## config.mk

```make
export PLATFORM = sky130hd
export DESIGN_NAME = client_axis_tx_flat
export DESIGN_NICKNAME = d
export VERILOG_FILES = /design/src/rtl/client_axis_tx_pkg.sv /design/src/rtl/client_axis_tx_if.sv /design/src/rtl/client_tx_fifo.sv /design/src/rtl/client_axis_tx.sv /design/src/flat_wrapper.sv
export SDC_FILE = /design/constraint.sdc
export NUM_CORES = 1
export LEC_CHECK = 0
export BUFFER_PORTS_ARGS = -buffer_cell sky130_fd_sc_hd__clkbuf_2
export CORE_UTILIZATION = 45
export DETAILED_ROUTE_END_ITERATION = 8
export PLACE_DENSITY = 0.67
export SYNTH_ARGS = -nofsm -noshare
export SYNTH_HDL_FRONTEND = slang
export SYNTH_SLANG_ARGS = --single-unit
```

## constraint.sdc

```tcl
create_clock -name clk -period 2.2 [get_ports clk]
set_input_delay 0.11 -clock clk [delete_from_list [all_inputs] [get_ports clk]]
set_output_delay 0.11 -clock clk [all_outputs]
set_load 0.02 [all_outputs]
```

## src/rtl/client_axis_tx_pkg.sv

```systemverilog
// Shared definitions for the client egress transmitter: default sizing, counter width
// and the framing FSM state encoding.
package client_axis_tx_pkg;

    localparam int DEF_N       = 2;
    localparam int DEF_D_W     = 32;
    localparam int DEF_A_W     = $clog2(DEF_N) + 1;
    localparam int DEF_FLIT_W  = DEF_A_W + DEF_D_W;
    localparam int DEF_PKT_LEN = 4;
    localparam int DEF_FIFO_D  = 4;

    localparam int CNT_W = 16;

    typedef enum logic {
        IDLE = 1'b0,
        BODY = 1'b1
    } txState_t;

endpackage

```

## src/rtl/client_axis_tx_if.sv

```systemverilog
// AXI-stream-style write channel from the client transmitter into the router.
interface client_axis_tx_if
    import client_axis_tx_pkg::*;
#(
    parameter int W = DEF_FLIT_W
);

    logic [W-1:0] wdata;
    logic         wvalid;
    logic         wready;
    logic         wlast;

    modport master (output wdata, output wvalid, output wlast, input wready);
    modport slave  (input wdata, input wvalid, input wlast, output wready);

endinterface

```

## src/rtl/client_tx_fifo.sv

```systemverilog
// Small synchronous FIFO with occupancy count; head word is read combinationally.
module client_tx_fifo #(
    parameter int W     = 34,
    parameter int DEPTH = 4
) (
    input  logic                       clk,
    input  logic                       rst,
    input  logic                       i_push,
    input  logic [W-1:0]               i_data,
    input  logic                       i_pop,
    output logic [W-1:0]               o_data,
    output logic [$clog2(DEPTH):0]     o_count,
    output logic                       o_full,
    output logic                       o_empty
);

    localparam int PTR_W = $clog2(DEPTH);
    localparam int CW    = PTR_W + 1;

    logic [W-1:0]     r_mem [DEPTH];
    logic [PTR_W-1:0] r_wrPtr;
    logic [PTR_W-1:0] r_rdPtr;
    logic [CW-1:0]    r_count;
    logic             w_push;
    logic             w_pop;

    assign w_push  = i_push && !o_full;
    assign w_pop   = i_pop && !o_empty;
    assign o_full  = (r_count == CW'(DEPTH));
    assign o_empty = (r_count == '0);
    assign o_count = r_count;
    assign o_data  = r_mem[r_rdPtr];

    // Pointers wrap naturally because DEPTH is a power of two.
    always_ff @(posedge clk) begin
        if (rst) begin
            r_wrPtr <= '0;
            r_rdPtr <= '0;
            r_count <= '0;
        end else begin
            if (w_push) r_wrPtr <= r_wrPtr + PTR_W'(1);
            if (w_pop)  r_rdPtr <= r_rdPtr + PTR_W'(1);
            case ({w_push, w_pop})
                2'b10:   r_count <= r_count + CW'(1);
                2'b01:   r_count <= r_count - CW'(1);
                default: r_count <= r_count;
            endcase
        end
    end

    always_ff @(posedge clk) begin
        if (w_push) r_mem[r_wrPtr] <= i_data;
    end

endmodule

```

## src/rtl/client_axis_tx.sv

```systemverilog
// Client egress transmitter: buffers client flits, frames fixed-length packets and drives
// a registered stream master. Optional stall counter enabled by CLIENT_TX_STALL_STATS_EN.
module client_axis_tx
    import client_axis_tx_pkg::*;
#(
    parameter int N       = DEF_N,
    parameter int D_W     = DEF_D_W,
    parameter int A_W     = $clog2(N) + 1,
    parameter int PKT_LEN = DEF_PKT_LEN,
    parameter int FIFO_D  = DEF_FIFO_D
) (
    input  logic                  clk,
    input  logic                  rst,
    input  logic                  ce,
    input  logic [A_W+D_W-1:0]    c_o,
    input  logic                  c_o_v,
    output logic                  c_o_bp,
    client_axis_tx_if.master      m_axis_c,
    output logic [CNT_W-1:0]      pkt_cnt,
    output logic                  busy,
    output logic [CNT_W-1:0]      stall_cnt
);

    localparam int FW = A_W + D_W;
    localparam int BW = $clog2(PKT_LEN) + 1;

    logic [FW-1:0]           w_head;
    logic [$clog2(FIFO_D):0] w_count;
    logic                    w_full;
    logic                    w_empty;
    logic                    w_accept;
    logic                    w_load;
    logic                    w_xfer;
    logic                    w_beatLast;

    txState_t                r_state;
    txState_t                w_nextState;
    logic [BW-1:0]           r_beat;
    logic [BW-1:0]           w_beatNext;
    logic [A_W-1:0]          r_dest;
    logic [A_W-1:0]          w_destNext;
    logic [FW-1:0]           w_loadData;
    logic                    w_loadLast;

    logic [FW-1:0]           r_wdata;
    logic                    r_wvalid;
    logic                    r_wlast;
    logic [CNT_W-1:0]        r_pktCnt;

    assign w_accept   = ce && c_o_v && !w_full;
    assign w_xfer     = r_wvalid && m_axis_c.wready;
    assign w_load     = ce && !w_empty && (!r_wvalid || m_axis_c.wready);
    assign w_beatLast = (r_beat == BW'(PKT_LEN - 1));

    client_tx_fifo #(
        .W     (FW),
        .DEPTH (FIFO_D)
    ) u_fifo (
        .clk     (clk),
        .rst     (rst),
        .i_push  (w_accept),
        .i_data  (c_o),
        .i_pop   (w_load),
        .o_data  (w_head),
        .o_count (w_count),
        .o_full  (w_full),
        .o_empty (w_empty)
    );

    always_ff @(posedge clk) begin
        if (rst) begin
            r_state <= IDLE;
            r_beat  <= '0;
            r_dest  <= '0;
        end else if (w_load) begin
            r_state <= w_nextState;
            r_beat  <= w_beatNext;
            r_dest  <= w_destNext;
        end
    end

    always_comb begin
        w_nextState = r_state;
        case (r_state)
            IDLE:    if (PKT_LEN > 1) w_nextState = BODY;
            BODY:    if (w_beatLast) w_nextState = IDLE;
            default: w_nextState = IDLE;
        endcase
    end

    // Body flits inherit the destination latched from the packet's first flit.
    always_comb begin
        w_loadData = w_head;
        w_loadLast = 1'b0;
        w_beatNext = r_beat;
        w_destNext = r_dest;
        case (r_state)
            IDLE: begin
                w_destNext = w_head[FW-1:D_W];
                w_loadLast = (PKT_LEN == 1);
                w_beatNext = (PKT_LEN == 1) ? '0 : BW'(1);
            end
            BODY: begin
                w_loadData = {r_dest, w_head[D_W-1:0]};
                w_loadLast = w_beatLast;
                w_beatNext = w_beatLast ? '0 : r_beat + BW'(1);
            end
            default: ;
        endcase
    end

    always_ff @(posedge clk) begin
        if (rst) begin
            r_wdata  <= '0;
            r_wvalid <= 1'b0;
            r_wlast  <= 1'b0;
        end else if (w_load) begin
            r_wdata  <= w_loadData;
            r_wlast  <= w_loadLast;
            r_wvalid <= 1'b1;
        end else if (w_xfer) begin
            r_wvalid <= 1'b0;
            r_wlast  <= 1'b0;
        end
    end

    always_ff @(posedge clk) begin
        if (rst)                   r_pktCnt <= '0;
        else if (w_xfer && r_wlast) r_pktCnt <= r_pktCnt + CNT_W'(1);
    end

`ifdef CLIENT_TX_STALL_STATS_EN
    logic [CNT_W-1:0] r_stallCnt;

    always_ff @(posedge clk) begin
        if (rst)
            r_stallCnt <= '0;
        else if (r_wvalid && !m_axis_c.wready && (r_stallCnt != '1))
            r_stallCnt <= r_stallCnt + CNT_W'(1);
    end

    assign stall_cnt = r_stallCnt;
`else
    assign stall_cnt = '0;
`endif

    assign c_o_bp          = w_full;
    assign busy            = (w_count != '0) || r_wvalid || (r_state == BODY);
    assign pkt_cnt         = r_pktCnt;
    assign m_axis_c.wdata  = r_wdata;
    assign m_axis_c.wvalid = r_wvalid;
    assign m_axis_c.wlast  = r_wlast;

endmodule

```

## src/flat_wrapper.sv

```systemverilog
// flat-port wrapper written by rule: the top's interface ports become plain ports
module client_axis_tx_flat import client_axis_tx_pkg::*;
#(
    parameter int N       = DEF_N,
    parameter int D_W     = DEF_D_W,
    parameter int A_W     = $clog2(N) + 1,
    parameter int PKT_LEN = DEF_PKT_LEN,
    parameter int FIFO_D  = DEF_FIFO_D
)
  (clk, rst, ce, c_o, c_o_v, c_o_bp, pkt_cnt, busy, stall_cnt, m_axis_c_wdata, m_axis_c_wvalid, m_axis_c_wlast, m_axis_c_wready);
  client_axis_tx_if #(.W((34))) m_axis_c_i ();
  input  logic clk;
  input  logic rst;
  input  logic ce;
  input  logic [A_W+D_W-1:0] c_o;
  input  logic c_o_v;
  output logic c_o_bp;
  output logic [CNT_W-1:0] pkt_cnt;
  output logic busy;
  output logic [CNT_W-1:0] stall_cnt;
  output wire logic [$bits(m_axis_c_i.wdata)-1:0] m_axis_c_wdata;
  output wire logic [$bits(m_axis_c_i.wvalid)-1:0] m_axis_c_wvalid;
  output wire logic [$bits(m_axis_c_i.wlast)-1:0] m_axis_c_wlast;
  input wire logic [$bits(m_axis_c_i.wready)-1:0] m_axis_c_wready;
  assign m_axis_c_wdata = m_axis_c_i.wdata;
  assign m_axis_c_wvalid = m_axis_c_i.wvalid;
  assign m_axis_c_wlast = m_axis_c_i.wlast;
  assign m_axis_c_i.wready = m_axis_c_wready;
  client_axis_tx #(.N(N), .D_W(D_W), .A_W(A_W), .PKT_LEN(PKT_LEN), .FIFO_D(FIFO_D)) u_core (.clk(clk), .rst(rst), .ce(ce), .c_o(c_o), .c_o_v(c_o_v), .c_o_bp(c_o_bp), .m_axis_c(m_axis_c_i), .pkt_cnt(pkt_cnt), .busy(busy), .stall_cnt(stall_cnt));
endmodule
```

==> metrics.md <==
| Metric | Value |
|---|---|
| Post-route ant nets | 0 |
| I/O Buffers | 92 |
| Antenna violations before repair | 0 |
| Clock slew at reported path FFs | 0.06 ns |
| Largest net degree at the start of global routing | 42 |
| Final WL | 14,900 um |
| #FFs+latches synth | 203 |
| Worst path max stage delay | 0.39 ns |
| Measured slew at the worst slew-check pin | 0.537 ns |
| Cell Chain, Critical Path | nor3b_4 > nor2_1 > inv_1 > ha_1 > inv_1 > fa_1 > xor2_1 > or3_1 > a21oi_1 |
| Flop pwr share | 0.445 |
| Initial Util | 0.464 |
| Yosys top cell area share | 0.527 |
| Slowest-stage cell, CP | fa_1 |
| Most common cell in the netlist | edfxtp_1 |
| Ys Warns | 0 |
| Sum of negative setup slack | 0 ns |
| Rel. slew slack | 0.642 |
| Die Area | 17,800 sq um |
| Share of layout cells above drive strength 1 | 0.281 |
| Vias | 4,618 |
| Crit end category | flip-flop |
| Syn avg cell area | 14.9 sq um |
| Number of setup violations in the final report | 0 |
| Global Route Usage Sum | 0.172 |
| Vias in the first global route | 4,716 |
| Final Worst Setup Slack | 0.0796 ns |
| Number of remaining DRC errors | 0 |
| Power Density | 1090 nW/um^2 |
| Int Pwr | 7620 uW |
| Max-slew violation count | 0 |
| Clock buffer depth | 3 |
| Hold crit path type | in -> reg |
| Top cells by count, synth | 136 x edfxtp_1, 75 x nand2_1, 67 x dfxtp_1, 44 x a21oi_1, 34 x mux4_2 |
| CP Max Fanout | 6 |
| Clk_skew | 0.0224 ns |
| Pleak | 0.00344 uW |
| IO Pins | 109 |
| RSZ-0062 raised after global routing | false |
| CP required | 2.61 ns |
| Clk sinks | 203 |
| Clock Latency Late Sink | 0.50 ns |
| Dpl cell area | 8520 sq um |
| Final #Nets | 707 |
| Sw Ratio | 0.271 |
| Worst setup SP type | flip-flop |
| Worst IR Drop VDD | 0.691 mV |
| Rows | 47 |
| CTS Buf Count | 21 |
| First-pass GRT wire length | 24,200 um |
| GPL Wtd Cong | 0.760 |
| Max_cap viols | 0 |
| FMAX | 472 MHz |
| Clock Root Buffer | clkbuf_16 |
| Endpoints failing hold | 0 |
| Fin crit period | 2.12 ns |
| Largest cells by area after synthesis | edfxtp_1 53%, dfxtp_1 17%, mux4_2 9.9%, nand2_1 3.6%, a21oi_1 2.8% |
| Area growth, synth to finish | 23.7% |
| Crit path DAT | 2.53 ns |
| Htree depth | 1 |
| Post-synth top area cell | edfxtp_1 |
| EDFF count, synth | 136 |
| First-pass iteration count of the detailed router | 4 |
| Sw Pwr | 2830 uW |
| Drt initial violations | 207 |
| Fraction of registers with async set/reset | 0 |
| Place WS | 0.0595 ns |
| Congestion Overflow GR | 0 |
| Cell Area, Synth | 7750 sq um |
| Critical path type | reg -> reg |
| Antenna cells | 0 |
| Outcome | completed |
| DP HPWL | 9350 um |
| Clock Power Share | 0.349 |
| Synth cell types | 45 |
| Seq/Total Area, Yosys | 0.700 |
| Die Span Y | 133 um |
| Syn Inst Count | 520 |
| Finished Cell Area | 9600 sq um |
| Hold_ws | 0.171 ns |
| DIE WIDTH | 133 um |
| Placeable Area | 16,700 sq um |
| Combinational share of power | 0.206 |
| CTS tree | yes |
| Cell mode on critical path | inv_1 |
| DR WL/cell | 16.7 um |
| Tcrit/Tclk final | 0.964 |
| Post-CTS Setup Bufs | 0 |
| Vias per cell | 5.16 |
| Main synth FF type | edfxtp_1 |
[cells in the final DEF (no fill, tap or decap), types with 4 or more instances in the layout]
cell / synthesis / layout
nor2_1: 27 / 27
dlygate4sd3_1: 0 / 36
nor2b_1: 4 / 4
inv_1: 8 / 8
buf_4: 21 / 9
xnor2_1: 8 / 8
ha_1: 7 / 7
edfxtp_1: 136 / 136
nor3_1: 4 / 4
bufinv_16: 0 / 4
a21oi_1: 44 / 44
and2_2: 0 / 4
clkbuf_1: 10 / 8
dfxtp_1: 67 / 61
nand2_1: 75 / 74
clkbuf_16: 0 / 21
o21ai_0: 6 / 6
xor2_1: 6 / 6
buf_12: 0 / 6
nand3_1: 11 / 11
conb_1: 1 / 16
mux4_2: 34 / 34
dfxtp_2: 0 / 6
clkbuf_2: 0 / 92
[power groups by stage]
stage                     clock network (uW)  logic [uW]  registers [uW]
final                                   3650        2160            4650
after CTS                               3730        2200            4650
after floorplan                            0        1380            4840
after detailed placement                   0        2140            4740
after global routing                    3890        2350            4690
after global placement                     0        2090            4710
[logic make-up after synthesis]
family,count (synthesis),share of synthesized area
DFF,203,0.700
and+or+nand+nor,148,0.0905
AOI/OAI and AO/OA,57,0.0390
buffers and inverters,50,0.0350
muxes,39,0.106
xor gates and xnor gates,14,0.0158
adders and majority gates,8,0.0139
other,1,0.000484
[area by class of cell]
| cell class | count | area (sq um) |
|---|---|---|
| fillers | 1341 | 7110 |
| multi-input cells | 282 | 2130 |
| clock buffers | 30 | 569 |
| inverters | 9 | 33.8 |
| well taps | 220 | 275 |
| repair buffers | 143 | 1010 |
| flip-flops and latches | 203 | 5430 |
| clock inverters | 8 | 143 |
[critical path: cells and delay by family, from the launching register on]
family	cells	cell delay, ns
compound gates	1	0.14
flops	1	0.37
buf+inv	2	0.13
xor+xnor	1	0.17
fa+ha+maj	2	0.58
simple gates	3	0.65
[repair_timing]
item                                    in CTS  in global routing
gates resized for setup                      0                  2
hold endpoints to repair                   138                  0
hold buffers                                36                  0
endpoints found under the setup margin       0                  1
[stage by stage]
step,instances,utilization,power [uW]
after floorplan,535,-,6210
after global placement,821,0.510,6790
after detailed placement,821,0.510,6880
after CTS,895,0.574,10600
after global routing,895,0.575,10900
final,895,0.575,10500
[per-layer routing]
layer | global-route usage | share of wire
met1 | 0.216 | 0.42
met2 | 0.306 | 0.51
met3 | 0.0312 | 0.049
met4 | 0.0455 | 0.019
met5 | 0 | 0
[registers in the layout (all words and copies together), names as in the netlist, named ones only]
name,cells
u_core.m_axis_c.wvalid,1
u_core.pkt_cnt,16
u_core.r_dest,2
u_core.u_fifo.r_mem,136
u_core.u_fifo.r_wrPtr,2
u_core.m_axis_c.wdata,34
u_core.r_state,1
u_core.u_fifo.o_count,3
u_core.r_beat,3
u_core.m_axis_c.wlast,1
u_core.u_fifo.r_rdPtr,2
[worst paths after layout]
path	from	slack, ns	end	depth (start not counted)
worst max-delay path	u_core.u_fifo.o_count[2]	0.08	u_core.u_fifo.o_count[2]	9
worst min-delay path	rst	0.17	u_core.pkt_cnt[4]	2
worst max register to register	u_core.u_fifo.o_count[2]	0.08	u_core.u_fifo.o_count[2]	9
worst min register to register	u_core.m_axis_c.wdata[16]	0.46	u_core.m_axis_c.wdata[16]	2
(Power assumes the default switching activity.)
